`src/rtl/hazard_scoreboard_if.sv`:
```
// Hazard scoreboard bus: ID-stage instruction description and the EX-stage
// flush go in; pipeline enables, the bubble request, the pending-write mask
// and the stall counter come out.
//   master : pipeline side (drives id_* and flush)
//   slave  : scoreboard side (drives pc_write, if_id_write, bubble,
//            pending_mask, stall_count)
interface hazard_scoreboard_if #(
    parameter int CNT_W = 16
);
    logic [4:0]       id_rs1;
    logic [4:0]       id_rs2;
    logic             id_uses_rs1;
    logic             id_uses_rs2;
    logic             id_valid;
    logic [4:0]       id_rd;
    logic             id_regwrite;
    logic             id_memread;
    logic             flush;
    logic             pc_write;
    logic             if_id_write;
    logic             bubble;
    logic [31:0]      pending_mask;
    logic [CNT_W-1:0] stall_count;

    modport master (
        output id_rs1, id_rs2, id_uses_rs1, id_uses_rs2, id_valid,
               id_rd, id_regwrite, id_memread, flush,
        input  pc_write, if_id_write, bubble, pending_mask, stall_count
    );

    modport slave (
        input  id_rs1, id_rs2, id_uses_rs1, id_uses_rs2, id_valid,
               id_rd, id_regwrite, id_memread, flush,
        output pc_write, if_id_write, bubble, pending_mask, stall_count
    );
endinterface

```
`src/rtl/hazard_scoreboard.sv`:
```
// Hazard scoreboard for a 5-stage in-order pipeline. Tracks the EX/MEM/WB
// destination registers in a shadow pipeline and stalls ID on load-use
// hazards (and on WB hazards when the register file lacks write-through).
// Ports:
//   clk     : clock, rising edge
//   reset_n : asynchronous active-low reset
//   hz      : hazard_scoreboard_if slave modport (ID info, flush in;
//             pc_write, if_id_write, bubble, pending_mask, stall_count out)
//
// state | meaning
// RUN   | normal issue, no stall in progress
// STALL | ID is being held for a hazard cycle
// FLUSH | EX resolved a taken branch/jump; IF and ID were killed
module hazard_scoreboard #(
    parameter bit REGFILE_BYPASS = 1'b1,
    parameter int CNT_W          = 16
) (
    input logic            clk,
    input logic            reset_n,
    hazard_scoreboard_if.slave hz
);
    typedef enum logic [1:0] {
        RUN   = 2'd0,
        STALL = 2'd1,
        FLUSH = 2'd2
    } state_t;

    typedef struct packed {
        logic       valid;
        logic [4:0] rd;
        logic       regwrite;
        logic       memread;
    } entry_t;

    entry_t           ex_q, mem_q, wb_q;
    state_t           state_q, state_d;
    logic [CNT_W-1:0] stall_q;
    logic             hazard, stall;
    logic             pc_write, if_id_write, bubble;
    logic [31:0]      mask;

    function automatic logic src_match(input logic valid, input logic uses,
                                       input logic [4:0] rs, input entry_t e);
        return valid && uses && (rs != 5'd0) && (rs == e.rd) && e.valid && e.regwrite;
    endfunction

    logic match_ex, match_wb;

    always_comb begin
        match_ex = src_match(hz.id_valid, hz.id_uses_rs1, hz.id_rs1, ex_q) ||
                   src_match(hz.id_valid, hz.id_uses_rs2, hz.id_rs2, ex_q);
        match_wb = src_match(hz.id_valid, hz.id_uses_rs1, hz.id_rs1, wb_q) ||
                   src_match(hz.id_valid, hz.id_uses_rs2, hz.id_rs2, wb_q);
        // MEM matches and ALU results in EX are covered by forwarding.
        hazard = (match_ex && ex_q.memread) || (!REGFILE_BYPASS && match_wb);
        stall  = hazard && !hz.flush;
    end

    // Outputs are combinational so the stall takes effect in the hazard cycle.
    // Reset forces the idle values even if flush is asserted meanwhile.
    always_comb begin
        pc_write    = 1'b1;
        if_id_write = 1'b1;
        bubble      = hz.flush;
        if (!reset_n) begin
            bubble = 1'b0;
        end else if (stall) begin
            pc_write    = 1'b0;
            if_id_write = 1'b0;
            bubble      = 1'b1;
        end
    end

    always_comb begin
        state_d = state_q;
        case (state_q)
            RUN: begin
                if (hz.flush)   state_d = FLUSH;
                else if (hazard) state_d = STALL;
            end
            STALL: begin
                if (hz.flush)   state_d = FLUSH;
                else if (hazard) state_d = STALL;
                else             state_d = RUN;
            end
            FLUSH:   state_d = RUN;
            default: state_d = RUN;
        endcase
    end

    always_ff @(posedge clk or negedge reset_n) begin
        if (!reset_n) begin
            state_q <= RUN;
            ex_q    <= '0;
            mem_q   <= '0;
            wb_q    <= '0;
            stall_q <= '0;
        end else begin
            state_q <= state_d;
            wb_q    <= mem_q;
            mem_q   <= ex_q;
            if (bubble) begin
                ex_q <= '0;
            end else begin
                ex_q.valid    <= hz.id_valid;
                ex_q.rd       <= hz.id_rd;
                ex_q.regwrite <= hz.id_regwrite;
                ex_q.memread  <= hz.id_memread;
            end
            if (!pc_write && (stall_q != {CNT_W{1'b1}}))
                stall_q <= stall_q + 1'b1;
        end
    end

    always_comb begin
        mask = '0;
        if (ex_q.valid  && ex_q.regwrite  && (ex_q.rd  != 5'd0)) mask[ex_q.rd]  = 1'b1;
        if (mem_q.valid && mem_q.regwrite && (mem_q.rd != 5'd0)) mask[mem_q.rd] = 1'b1;
        if (wb_q.valid  && wb_q.regwrite  && (wb_q.rd  != 5'd0)) mask[wb_q.rd]  = 1'b1;
    end

    assign hz.pc_write     = pc_write;
    assign hz.if_id_write  = if_id_write;
    assign hz.bubble       = bubble;
    assign hz.pending_mask = mask;
    assign hz.stall_count  = stall_q;
endmodule

```
`src/flat_wrapper.sv`:
```
// flat-port wrapper written by rule: the top's interface ports become plain ports
module hazard_scoreboard_flat 
#(
    parameter bit REGFILE_BYPASS = 1'b1,
    parameter int CNT_W          = 16
)
  (clk, reset_n, hz_id_rs1, hz_id_rs2, hz_id_uses_rs1, hz_id_uses_rs2, hz_id_valid, hz_id_rd, hz_id_regwrite, hz_id_memread, hz_flush, hz_pc_write, hz_if_id_write, hz_bubble, hz_pending_mask, hz_stall_count);
  hazard_scoreboard_if #(.CNT_W(CNT_W)) hz_i ();
  input logic clk;
  input logic reset_n;
  input wire logic [$bits(hz_i.id_rs1)-1:0] hz_id_rs1;
  input wire logic [$bits(hz_i.id_rs2)-1:0] hz_id_rs2;
  input wire logic [$bits(hz_i.id_uses_rs1)-1:0] hz_id_uses_rs1;
  input wire logic [$bits(hz_i.id_uses_rs2)-1:0] hz_id_uses_rs2;
  input wire logic [$bits(hz_i.id_valid)-1:0] hz_id_valid;
  input wire logic [$bits(hz_i.id_rd)-1:0] hz_id_rd;
  input wire logic [$bits(hz_i.id_regwrite)-1:0] hz_id_regwrite;
  input wire logic [$bits(hz_i.id_memread)-1:0] hz_id_memread;
  input wire logic [$bits(hz_i.flush)-1:0] hz_flush;
  output wire logic [$bits(hz_i.pc_write)-1:0] hz_pc_write;
  output wire logic [$bits(hz_i.if_id_write)-1:0] hz_if_id_write;
  output wire logic [$bits(hz_i.bubble)-1:0] hz_bubble;
  output wire logic [$bits(hz_i.pending_mask)-1:0] hz_pending_mask;
  output wire logic [$bits(hz_i.stall_count)-1:0] hz_stall_count;
  assign hz_i.id_rs1 = hz_id_rs1;
  assign hz_i.id_rs2 = hz_id_rs2;
  assign hz_i.id_uses_rs1 = hz_id_uses_rs1;
  assign hz_i.id_uses_rs2 = hz_id_uses_rs2;
  assign hz_i.id_valid = hz_id_valid;
  assign hz_i.id_rd = hz_id_rd;
  assign hz_i.id_regwrite = hz_id_regwrite;
  assign hz_i.id_memread = hz_id_memread;
  assign hz_i.flush = hz_flush;
  assign hz_pc_write = hz_i.pc_write;
  assign hz_if_id_write = hz_i.if_id_write;
  assign hz_bubble = hz_i.bubble;
  assign hz_pending_mask = hz_i.pending_mask;
  assign hz_stall_count = hz_i.stall_count;
  hazard_scoreboard #(.REGFILE_BYPASS(REGFILE_BYPASS), .CNT_W(CNT_W)) u_core (.clk(clk), .reset_n(reset_n), .hz(hz_i));
endmodule
```
`config.mk`:
```
export PLATFORM = sky130hd
export DESIGN_NAME = hazard_scoreboard_flat
export DESIGN_NICKNAME = d
export VERILOG_FILES = /design/src/rtl/hazard_scoreboard_if.sv /design/src/rtl/hazard_scoreboard.sv /design/src/flat_wrapper.sv
export SDC_FILE = /design/constraint.sdc
export NUM_CORES = 1
export LEC_CHECK = 0
export ABC_AREA = 1
export CAP_MARGIN = 25
export CORE_ASPECT_RATIO = 0.75
export CORE_MARGIN = 2
export CORE_UTILIZATION = 48
export DETAILED_ROUTE_END_ITERATION = 10
export PLACE_DENSITY = 0.76
export SETUP_SLACK_MARGIN = 0.2
export SKIP_LAST_GASP = 1
export SLEW_MARGIN = 10
export SYNTH_ARGS = -nofsm -noshare
export SYNTH_HDL_FRONTEND = slang
export SYNTH_SLANG_ARGS = --single-unit
```
`constraint.sdc`:
```
create_clock -name clk -period 2.45 [get_ports clk]
set_clock_uncertainty 0.05 [all_clocks]
set_input_delay 0.735 -clock clk [delete_from_list [all_inputs] [get_ports clk]]
set_output_delay 0.735 -clock clk [all_outputs]
set_load 0.005 [all_outputs]
```
# Yosys cells after proc, flatten, opt, wreduce, memory -nomap -nowiden
# Cells that the tools add are included.
# op_classes
n_mux,14
reduce_logical,30
n_addsub,1
n_bitwise,2
order_cmp,6
eq_ne,3
# ops
op,count
$mux W32,3
$or A32 B32 Y32,2
$reduce_bool A5 Y1,5
$logic_and A1 B1 Y1,22
$lt A5 B6 Y1 const B,3
$add A16 B1 Y16 const B,1
$ne A16 B16 Y1 const B,1
$demux W1 S5,3
$ge A5 B1 Y1 const B,3
$eq A5 B5 Y1,2
$mux W8,1
$mux W1,7
$logic_not A1 Y1,2
$logic_or A1 B1 Y1,1
# word_totals
regBits,38
inputBits,23
output_inout_bits,51
wordCells,67

# Longest topological paths before layout
# Gate-level depths: netlist (run 1).
# depth
depth_word,12
mapped_depth,14
depth_no_buf,12

# Worst setup path after synthesis (run 1)
# Ideal clock, no wire load.
# synth_path
path_kind,input -> output
from,input port hz_id_rs1[2]
to,output port hz_pc_write
cell_stages,8
arrival_ps,1509
n_path_buf,1
slack_ps,156
t_required_ps,1665
cell_sequence,inv_1 > nand2_1 > nand2_1 > nor4_1 > nand3_1 > nand2_1 > nand3_1 > buf_4
# synth_via
elab_chain_cells,10
word_cells_on_any_way,11
classes_between,eq/ne: 1; mux: 2; reduce/logical: 8
# synth_lines
item,line_no,rtl
start: declaration,flat_wrapper.sv:11,input wire logic [$bits(hz_i.id_rs1)-1:0] hz_id_rs1;
$reduce_bool A5 Y1,hazard_scoreboard.sv:44,return valid && uses && (rs != 5'd0) && (rs == e.rd) && e.valid && e.regwrite;
$logic_and A1 B1 Y1,--,
$logic_and A1 B1 Y1 * (3 in a row),hazard_scoreboard.sv:44,
$logic_or A1 B1 Y1 *,hazard_scoreboard.sv:50,"match_ex = src_match(hz.id_valid, hz.id_uses_rs1, hz.id_rs1, ex_q) ||"
$logic_and A1 B1 Y1 *,hazard_scoreboard.sv:55,hazard = (match_ex && ex_q.memread) || (!REGFILE_BYPASS && match_wb);
$logic_and A1 B1 Y1 *,hazard_scoreboard.sv:56,stall = hazard && !hz.flush;
$mux W1 * (2 in a row),--,
end: declaration,flat_wrapper.sv:20,output wire logic [$bits(hz_i.pc_write)-1:0] hz_pc_write;
# Every way passes the cells marked *; elsewhere a longest branch is shown, timed or not.

# Worst setup path after layout (run 1)
# layout_path
from,input port hz_id_rs1[0]
to,output port hz_bubble
# layout_via
elab_chain_cells,10
word_cells_on_any_way,11
classes_between,eq/ne: 1; mux: 2; reduce/logical: 8
# layout_lines
item,line_no,rtl
$reduce_bool A5 Y1,hazard_scoreboard.sv:44,
$logic_and A1 B1 Y1,--,
$logic_and A1 B1 Y1 * (3 in a row),hazard_scoreboard.sv:44,
$logic_or A1 B1 Y1 *,hazard_scoreboard.sv:50,
$logic_and A1 B1 Y1 *,hazard_scoreboard.sv:55,
$logic_and A1 B1 Y1 *,hazard_scoreboard.sv:56,
$mux W1 *,hazard_scoreboard.sv:67,end else if (stall) begin
$mux W1 *,hazard_scoreboard.sv:65,if (!reset_n) begin
end: declaration,flat_wrapper.sv:22,output wire logic [$bits(hz_i.bubble)-1:0] hz_bubble;
# Marked as above.

==> qor.yml, run 1 <==
endpoint: "hz_bubble"
finalHoldViolCount: 0
fmax_ghz: 0.396
crit_type: "in -> out"
required_ns: 1.66
grt_pass1_vias: 3071
netSwitchingFraction_pct: 31.5
synthCells: 385
use_met1_pct: 44.9
dp_hpwl_um: 6430
nNetsFinal: 566
final_antenna_net_count: 0
yosysUniqueCellTypes: 33
grt_setup_unrepaired: "true"
setup_viol: 15
cts_tree: "built"
dpl_cell_area_um2: 3790
setup_slack_ns: -0.0728
cts_buffers: 5
via_per_inst: 5.68
wl_per_cell_um: 16.1
timing.rr.end: "u_core.hz.stall_count[6]$_DFFE_PN0P_"
ys_ff_latch: 38
intPower_mw: 1.03
leakagePower_nw: 2.12
final_common_cell: "buf_4"
grt_pass1_wl_um: 14500
synthesis.area_um2: 2630
cts_sinks: 38
power_density_nw_per_um2: 336
drc: 0
grt_util_met3_pct: 7.36
synth_warnings: 0
layout_common_cells: "buf_4 (62), nand2_1 (60), inv_1 (47)"
max_cap_violations: 0
cts_buffer_depth: 2
clkTransAtPathRegs_ns: 0.06
met2_usage_pct: 48.1
die_area_um2: 6090
clockRootBuffer: "clkbuf_8"
irDropWorstVdd_mv: 0.304
synth_top_area_share_pct: 36.2
antenna_found_initial: 0
h-tree-depth: 2
ctsHoldBuffers: 0
floorplan.rows: 23
fin_crit_ns: 2.52
drt_iter0_drc: 414
grt_most_used_layer: "met2"
grt_max_degree: 39
violations: "setup timing"
worstSkewPairLatency_ns: 0.30
synthTopCellsByArea: "dfrtp_1 (36%), nand2_1 (13%), inv_1 (9.4%)"
utilization_pct: 83.9
drt-total-wl_um: 9950
timing.final.crit_share_pct: 103
yosys.area.top_type: "dfrtp_1"
async_flop_share_pct: 100
holdWs_ns: 0.328
yosys_most_used_dff: "dfrtp_1"
pwr-share-seq_pct: 45.4
stdcell_area_um2: 4470
path_max_fanout: 3
worstSetupStartpoint: "hz_id_rs1[0]"
rr_worst_depth: 15
io_buffer_count: 72
critical_path_arrival_ns: 1.74
grt_overflow: 0
die_x_um: 89.4
syn2layout_area_growth_pct: 70.1
gp_congestion: 0.953
coreArea_um2: 5320
die_h_um: 68.1
firstDrtPassIters: 6
start_util_pct: 49.4
pwr-share-clk_pct: 26.7
n_antenna_cell: 0
grtUsageTotal_pct: 31.2
hold_path.class: "reg -> reg"
combPwrFrac_pct: 27.8
synth_fp_nets: 409
syn_avg_cell_area_um2: 6.82
drive_gt1_share_pct: 50.0
ioPinCount: 74
fin_cells: 617
p_switching_mw: 0.472
drv_slew: 0
r2r-start: "u_core.ex_q[3]$_DFF_PN0_"
place_inst: 576
end_kind: "primary output"
outcome: "complete, but fails checks"
num_vias: 3502
reg2reg_slack_ns: 0.44
cp-start-kind: "input pin"
synth_edf_count: 0
seq_area_frac_synth_pct: 36.2
## per-layer routing
layer  up-vias  wire length, µm
met3        48              898
met2       222             4620
li1       1582                -
met5         -                0
met1      1650             4140
met4         0              294
## cell type report
| cell class | instances | area, µm² |
|---|---|---|
| multi-input cells | 269 | 1840 |
| repair buffers | 156 | 1210 |
| inverters | 72 | 298 |
| clock inverters | 2 | 10.0 |
| flip-flops and latches | 38 | 956 |
| fillers | 300 | 855 |
| clock buffers | 5 | 68.8 |
| well taps | 75 | 93.8 |
## power by group through the flow
stage                     Combinational, mW  Sequential [mW]  Clock (mW)
after floorplan                       0.109            0.682           0
after global placement                0.260            0.690           0
after detailed placement              0.266            0.690           0
after CTS                             0.355            0.678       0.407
after global routing                  0.444            0.685       0.435
final                                 0.418            0.682       0.401
## how the worst min path moves through the flow
stage	startpoint	depth (start not counted)	slack (ns)	end
global placement	u_core.mem_q[7]$_DFF_PN0_	0	0.32	u_core.wb_q[7]$_DFF_PN0_
finish	u_core.mem_q[7]$_DFF_PN0_	0	0.33	u_core.wb_q[7]$_DFF_PN0_
floorplan	u_core.ex_q[4]$_DFF_PN0_	0	0.30	u_core.mem_q[4]$_DFF_PN0_
global route	u_core.mem_q[1]$_DFF_PN0_	0	0.35	u_core.wb_q[1]$_DFF_PN0_
detailed placement	u_core.mem_q[1]$_DFF_PN0_	0	0.32	u_core.wb_q[1]$_DFF_PN0_
CTS	u_core.mem_q[7]$_DFF_PN0_	0	0.34	u_core.wb_q[7]$_DFF_PN0_
## cells by family (layout without fill, tap and decap cells)
| kind of cell | count (synthesis) | in the layout | synth area share (%) |
|---|---|---|---|
| AND/OR/NAND/NOR | 206 | 206 | 35.3 |
| buffers and inverters | 78 | 235 | 12.0 |
| AO/OA/AOI/OAI | 57 | 57 | 14.5 |
| flip-flops | 38 | 38 | 36.2 |
| XOR/XNOR | 4 | 4 | 1.33 |
| adder cells (fa/ha/maj) | 1 | 1 | 0.476 |
| other | 1 | 1 | 0.143 |
## registers in the layout, summed over array words and instances, names as in the netlist
register               count
u_core.hz.stall_count     16
u_core.ex_q                8
u_core.mem_q               7
u_core.wb_q                7
## through the flow
| stage | power [mW] | setup TNS [ns] | setup slack (ns) |
|---|---|---|---|
| finish | 1.50 | -0.512 | -0.0728 |
| global route | 1.56 | -2.34 | -0.160 |
| CTS | 1.44 | 0 | 0.00749 |
| detailed placement | 0.956 | -10.07 | -0.908 |
| global placement | 0.950 | -8.66 | -0.916 |
| floorplan | 0.791 | 0 | 0.204 |
## cell usage after synthesis (2+ instances only)
cell type,instances
a21oi_1,4
o21ai_0,17
inv_4,2
nor4_1,2
nor2_1,43
buf_4,2
nor2_2,3
xor2_1,3
buf_2,3
nand2_1,91
inv_2,4
a32oi_1,2
inv_1,66
o21ai_1,4
nand3_1,26
nand3_2,5
nand4_1,2
dfrtp_1,38
o211ai_1,6
a22oi_1,12
o221ai_1,11
nor3_1,28
## worst max-delay path: stages
cell     delay [ns]
buf_2          0.13
nor2_1         0.12
nand3_1        0.11
nand2_1        0.08
nand2_2        0.06
nand3_1        0.09
nand2_2        0.07
a21oi_2        0.17
nor2_4         0.04
buf_2          0.13
## timing repair
item	4_1_cts	5_1_grt
setup endpoints to repair	49	34
resized for setup	307	55
pin swaps	53	27
setup buffers	26	8
Note: power is estimated with default switching activity, not from simulation.
==> run 2: changes to the inputs <==
--- a/config.mk
+++ b/config.mk
@@ -6,9 +6,7 @@
 export NUM_CORES = 1
 export LEC_CHECK = 0
 export ABC_AREA = 1
-export CAP_MARGIN = 25
 export CORE_ASPECT_RATIO = 0.75
-export CORE_MARGIN = 2
 export CORE_UTILIZATION = 48
 export DETAILED_ROUTE_END_ITERATION = 10
 export PLACE_DENSITY = 0.76
==> run 2 against run 1 <==
  * The flow still finishes with violations (setup timing)
  * Hold slack better by 0.022 ns
  * Non-clock buffer count increased by 3
  * Final area rose by 4.3%
  * Fmax shrank 8.0%
  * Cell count rose by 0.16%
  * Sequential share of layout area down 0.76 points
  * Critical path depth is the same
  * Combinational power grew 11%
  * Critical path type is now reg -> out
  * Critical endpoint unchanged
  * Highest routed layer is now met5
==> qor.yml, run 2 (synthesis gave the netlist of run 1 again) <==
outcome: "complete, but fails checks"
violations: "setup timing"
hold_path.class: "reg -> reg"
reg2reg_slack_ns: 0
critPathMaxStageDelay_ns: 0.50
irDropWorstVdd_mv: 0.353
fin_cells: 618
end_kind: "primary output"
fillCellCount: 204
via_per_inst: 6.75
grtUsageTotal_pct: 39.2
required_ns: 1.66
io_buffer_count: 72
power_density_nw_per_um2: 395
drive_gt1_share_pct: 50.9
critical_path_arrival_ns: 1.96
wl_met3_um: 2270
path_max_fanout: 6
drt-met1-wl_um: 4970
top_layer_used: "met5"
num_vias: 4169
drt_iter0_drc: 650
dr_wl_met2_um: 6270
largest_register_ffs: 16
clkTransAtPathRegs_ns: 0.08
holdWs_ns: 0.350
final_antenna_net_count: 0
floorplan.rows: 22
die_area_um2: 5780
grt_setup_unrepaired: "true"
clockRootBuffer: "clkbuf_8"
fmax_ghz: 0.365
p_switching_mw: 0.589
dp_hpwl_um: 6750
grt_pass1_vias: 3534
fin_crit_ns: 2.74
setup_slack_ns: -0.291
crit_top_cell: "buf_4"
leakagePower_nw: 2.18
crit_chain: "buf_4 > buf_4 > nand2_1 > nand3_1 > nor2_1 > nand3_2 > nand2_2 > a21oi_4 > nor2_4 > buf_2"
cts_buffer_depth: 2
tightest_slew_ns: 0.511
grt_max_degree: 39
worstSkewPairLatency_ns: 0.32
timing.final.crit_share_pct: 112
min_from: "u_core.mem_q[1]$_DFF_PN0_"
max_cap_violations: 0
worstSetupStartpoint: "u_core.ex_q[5]$_DFF_PN0_"
ctsHoldBuffers: 0
dpl_worst_slack_ns: -0.863
cts_buffers: 5
ioPinCount: 74
start_util_pct: 51.9
intPower_mw: 1.25
syn2layout_area_growth_pct: 77.5
layout_common_cells: "nand2_1 (66), buf_4 (58), inv_1 (45)"
h-tree-depth: 2
drt-total-wl_um: 14600
grt_pass1_wl_um: 17000
die_x_um: 87.4
drc: 0
die_h_um: 66.1
pwr-share-seq_pct: 37.5
multi_input_area_um2: 1890
cts_tree: "built"
netSwitchingFraction_pct: 32.0
grt_overflow: 0
nNetsFinal: 569
drv_slew: 0
firstDrtPassIters: 8
setup_viol: 35
gp_congestion: 0.930
coreArea_um2: 5060
finalHoldViolCount: 0
n_antenna_cell: 0
area.sequential_um2: 962
r2r-start: "u_core.ex_q[5]$_DFF_PN0_"
wl_per_cell_um: 23.6
final_common_cell: "nand2_1"
place_inst: 575
cp_slowest_cell: "dfrtp_2"
cp-start-kind: "register"
cts_sinks: 38
pwr-share-clk_pct: 37.3
crit_type: "reg -> out"
combPwrFrac_pct: 25.2
fin_total_pwr_mw: 1.84
maxSlewHeadroom_pct: 65.9
antenna_found_initial: 1
finalSetupTns_ns: -5.76
run 2: cell types whose count changed in the layout (fill, tap and decap cells not counted), moves of 4 or more:
| cell | delta |
|---|---|
| buf_2 | -6 |
| buf_4 | -4 |
| dfrtp_1 | -5 |
| dfrtp_2 | +5 |
| nand2_1 | +6 |
| nand2_2 | -5 |
| nand3_2 | -4 |
run 2: per-stage QoR:
| step | instance area, µm² | util (%) |
|---|---|---|
| 2_1_floorplan | 2650 | - |
| 6_report | 4660 | 92.1 |
| 3_3_place_gp | 3800 | 75.0 |
| 3_5_place_dp | 3800 | 75.0 |
| 5_1_grt | 4660 | 92.1 |
| 4_1_cts | 4280 | 84.6 |
run 2: timing repair:
item / in CTS / in global routing
setup buffers: 24 / 11
endpoints found under the setup margin: 49 / 48
pin swaps: 46 / 25
gates resized for setup: 270 / 88
run 2: layer usage:
layer  global-route usage [%]  up-vias
met1                     49.0     1899
li1                         -     1594
met3                     11.7      152
met4                     16.4        2
met2                     63.1      522
met5                        0        -
run 2: area by class of cell:
cell class | count | share of cell area, %
inverters | 72 | 6.20
clock inverters | 3 | 1.48
flip-flops and latches | 38 | 20.6
well taps | 72 | 1.93
clock buffers | 5 | 1.48
multi-input cells | 269 | 40.5
repair buffers | 159 | 27.8
run 2: power by group through the flow:
stage	registers [mW]	clock network (mW)	logic, mW
3_3_place_gp	0.691	0	0.264
5_1_grt	0.690	0.692	0.477
4_1_cts	0.680	0.652	0.350
2_1_floorplan	0.682	0	0.109
3_5_place_dp	0.692	0	0.271
6_report	0.691	0.686	0.465
run 2: worst paths after layout:
check,end,cells after the start
worst min register to register,u_core.wb_q[1]$_DFF_PN0_,0
worst min-delay path,u_core.wb_q[1]$_DFF_PN0_,0
min in group asynchronous,u_core.wb_q[4]$_DFF_PN0_,2
worst max-delay path,hz_bubble,10
worst max register to register,u_core.hz.stall_count[6]$_DFFE_PN0P_,15
max in group asynchronous,u_core.ex_q[6]$_DFF_PN0_,2
run 2: critical path, delay by kind of cell (launching register included):
kind / cells / cell delay, ns
compound gates: 1 / 0.07
flops: 1 / 0.50
simple gates: 6 / 0.65
buf+inv: 3 / 0.43
==> run 3: changes to the inputs <==
--- a/config.mk
+++ b/config.mk
@@ -6,10 +6,12 @@
 export NUM_CORES = 1
 export LEC_CHECK = 0
 export ABC_AREA = 1
+export CELL_PAD_IN_SITES_DETAIL_PLACEMENT = 1
+export CELL_PAD_IN_SITES_GLOBAL_PLACEMENT = 2
 export CORE_ASPECT_RATIO = 0.75
-export CORE_UTILIZATION = 48
+export CORE_UTILIZATION = 26
 export DETAILED_ROUTE_END_ITERATION = 10
-export PLACE_DENSITY = 0.76
+export PLACE_DENSITY = 0.77
 export SETUP_SLACK_MARGIN = 0.2
 export SKIP_LAST_GASP = 1
 export SLEW_MARGIN = 10
==> run 3 against run 2 <==
  * The flow still finishes with violations (setup timing)
  * Die area rose by 82%
  * Clock power is 7.1% higher
  * Cell count is 11% higher
  * Critical path type unchanged
  * Clock-buffer cell count stayed put
==> qor.yml, run 3 (synthesis gave the netlist of run 1 again) <==
num_vias: 3300
multi_input_area_um2: 1870
required_ns: 1.66
grtUsageTotal_pct: 20.7
max_cap_violations: 0
grt_pass1_vias: 3419
leakagePower_nw: 2.22
die_h_um: 89.1
clkTransAtPathRegs_ns: 0.06
path_buf_inv: 3
h-tree-depth: 2
tightest_slew_ns: 0.518
cts_buffer_depth: 2
setup_viol: 13
drive_gt1_share_pct: 52.7
grt_most_used_layer: "met2"
syn2layout_area_growth_pct: 81.1
drt-total-wl_um: 11200
outcome: "complete, but fails checks"
coreArea_um2: 9740
finalHoldViolCount: 0
gp_congestion: 0.846
ioPinCount: 74
p_switching_mw: 0.522
grt_overflow: 0
critPathMaxStageDelay_ns: 0.48
antenna_found_initial: 0
largest_register_ffs: 16
cts_buffers: 5
dp_hpwl_um: 7850
crit_top_cell: "nand2_2"
fin_crit_ns: 2.52
fin_total_pwr_mw: 1.84
end_kind: "primary output"
netSwitchingFraction_pct: 28.4
path_max_fanout: 6
intPower_mw: 1.32
firstDrtPassIters: 4
grt_setup_unrepaired: "true"
worstSkewPairLatency_ns: 0.28
drt_iter0_drc: 111
combPwrFrac_pct: 22.7
timing.final.crit_share_pct: 103
die_x_um: 118
fin_cells: 684
start_util_pct: 27.0
io_buffer_count: 72
grt_pass1_wl_um: 17100
crit_family: "simple AND/OR/NAND/NOR gates"
dpl_cell_area_um2: 3990
stdcell_area_um2: 4760
fmax_ghz: 0.397
die_area_um2: 10500
cp_slowest_cell: "dfrtp_2"
wl_per_cell_um: 16.3
place_inst: 646
crit_chain: "nor3_4 > nand2_1 > nand2_2 > inv_4 > nand2_2 > inv_2 > a22oi_2 > o21ai_2 > buf_2"
cts_sinks: 38
via_per_inst: 4.82
grt_util_met3_pct: 2.61
maxSlewHeadroom_pct: 65.4
hold_path.class: "reg -> reg"
crit_type: "reg -> out"
cts_tree: "built"
n_antenna_cell: 0
finalSetupTns_ns: -0.381
grt_max_degree: 39
pwr-share-seq_pct: 37.4
layout_common_cells: "nand2_1 (71), buf_4 (71), buf_2 (45)"
nNetsFinal: 575
clockRootBuffer: "clkbuf_16"
floorplan.rows: 31
met2_usage_pct: 35.8
drc: 0
area.sequential_um2: 961
power_density_nw_per_um2: 387
utilization_pct: 48.9
final_antenna_net_count: 0
irDropWorstVdd_mv: 0.238
setup_slack_ns: -0.0676
fillCellCount: 1199
use_met1_pct: 28.0
pwr-share-clk_pct: 39.9
drv_slew: 0
cp-start-kind: "register"
violations: "setup timing"
critical_path_arrival_ns: 1.73
run 3: worst paths after layout:
kind,start,endpoint,slack [ns],cells after the start
max,u_core.ex_q[6]$_DFF_PN0_,hz_pending_mask[13],-0.07,9
min,u_core.mem_q[7]$_DFF_PN0_,u_core.wb_q[7]$_DFF_PN0_,0.32,0
max reg2reg,u_core.ex_q[5]$_DFF_PN0_,u_core.hz.stall_count[13]$_DFFE_PN0P_,0.28,16
min reg2reg,u_core.mem_q[7]$_DFF_PN0_,u_core.wb_q[7]$_DFF_PN0_,0.32,0
max in group asynchronous,reset_n,u_core.ex_q[6]$_DFF_PN0_,1.43,2
min in group asynchronous,reset_n,u_core.hz.stall_count[8]$_DFFE_PN0P_,0.53,2
run 3: timing repair:
| action | CTS | global route |
|---|---|---|
| gates resized for setup | 299 | 65 |
| buffers inserted | 22 | 8 |
| hold buffers | 0 | 0 |
| endpoints found under the setup margin | 49 | 46 |
| pin swaps | 47 | 24 |
| hold endpoints to repair | 0 | 0 |
run 3: routing by layer:
metal | vias up | wire (µm) | share of wire (%)
li1 | 1605 | - | -
met1 | 1632 | 5260 | 47
met2 | 54 | 5520 | 49
met3 | 9 | 308 | 2.8
met4 | 0 | 89 | 0.80
met5 | - | 0 | 0
run 3: stage by stage:
stage          setup slack, ns  hold WS, ns
5_1_grt                 -0.137        0.339
4_1_cts                -0.0706        0.334
2_1_floorplan            0.204        0.299
3_5_place_dp            -0.914        0.319
6_report               -0.0676        0.323
3_3_place_gp            -0.876        0.315
run 3: area by class of cell:
| type | instances | share of cell area [%] |
|---|---|---|
| Multi-Input combinational cell | 269 | 39.3 |
| Timing Repair Buffer | 165 | 27.6 |
| Sequential cell | 38 | 20.2 |
| Inverter | 72 | 6.05 |
| Tap cell | 132 | 3.47 |
| Clock buffer | 5 | 2.63 |
| Clock inverter | 3 | 0.841 |
run 3: power by group through the flow:
stage	Clock (mW)	Sequential (mW)	Combinational (mW)
6_report	0.735	0.688	0.417
5_1_grt	0.774	0.691	0.448
4_1_cts	0.749	0.682	0.355
3_5_place_dp	0	0.688	0.296
3_3_place_gp	0	0.688	0.289
2_1_floorplan	0	0.682	0.109
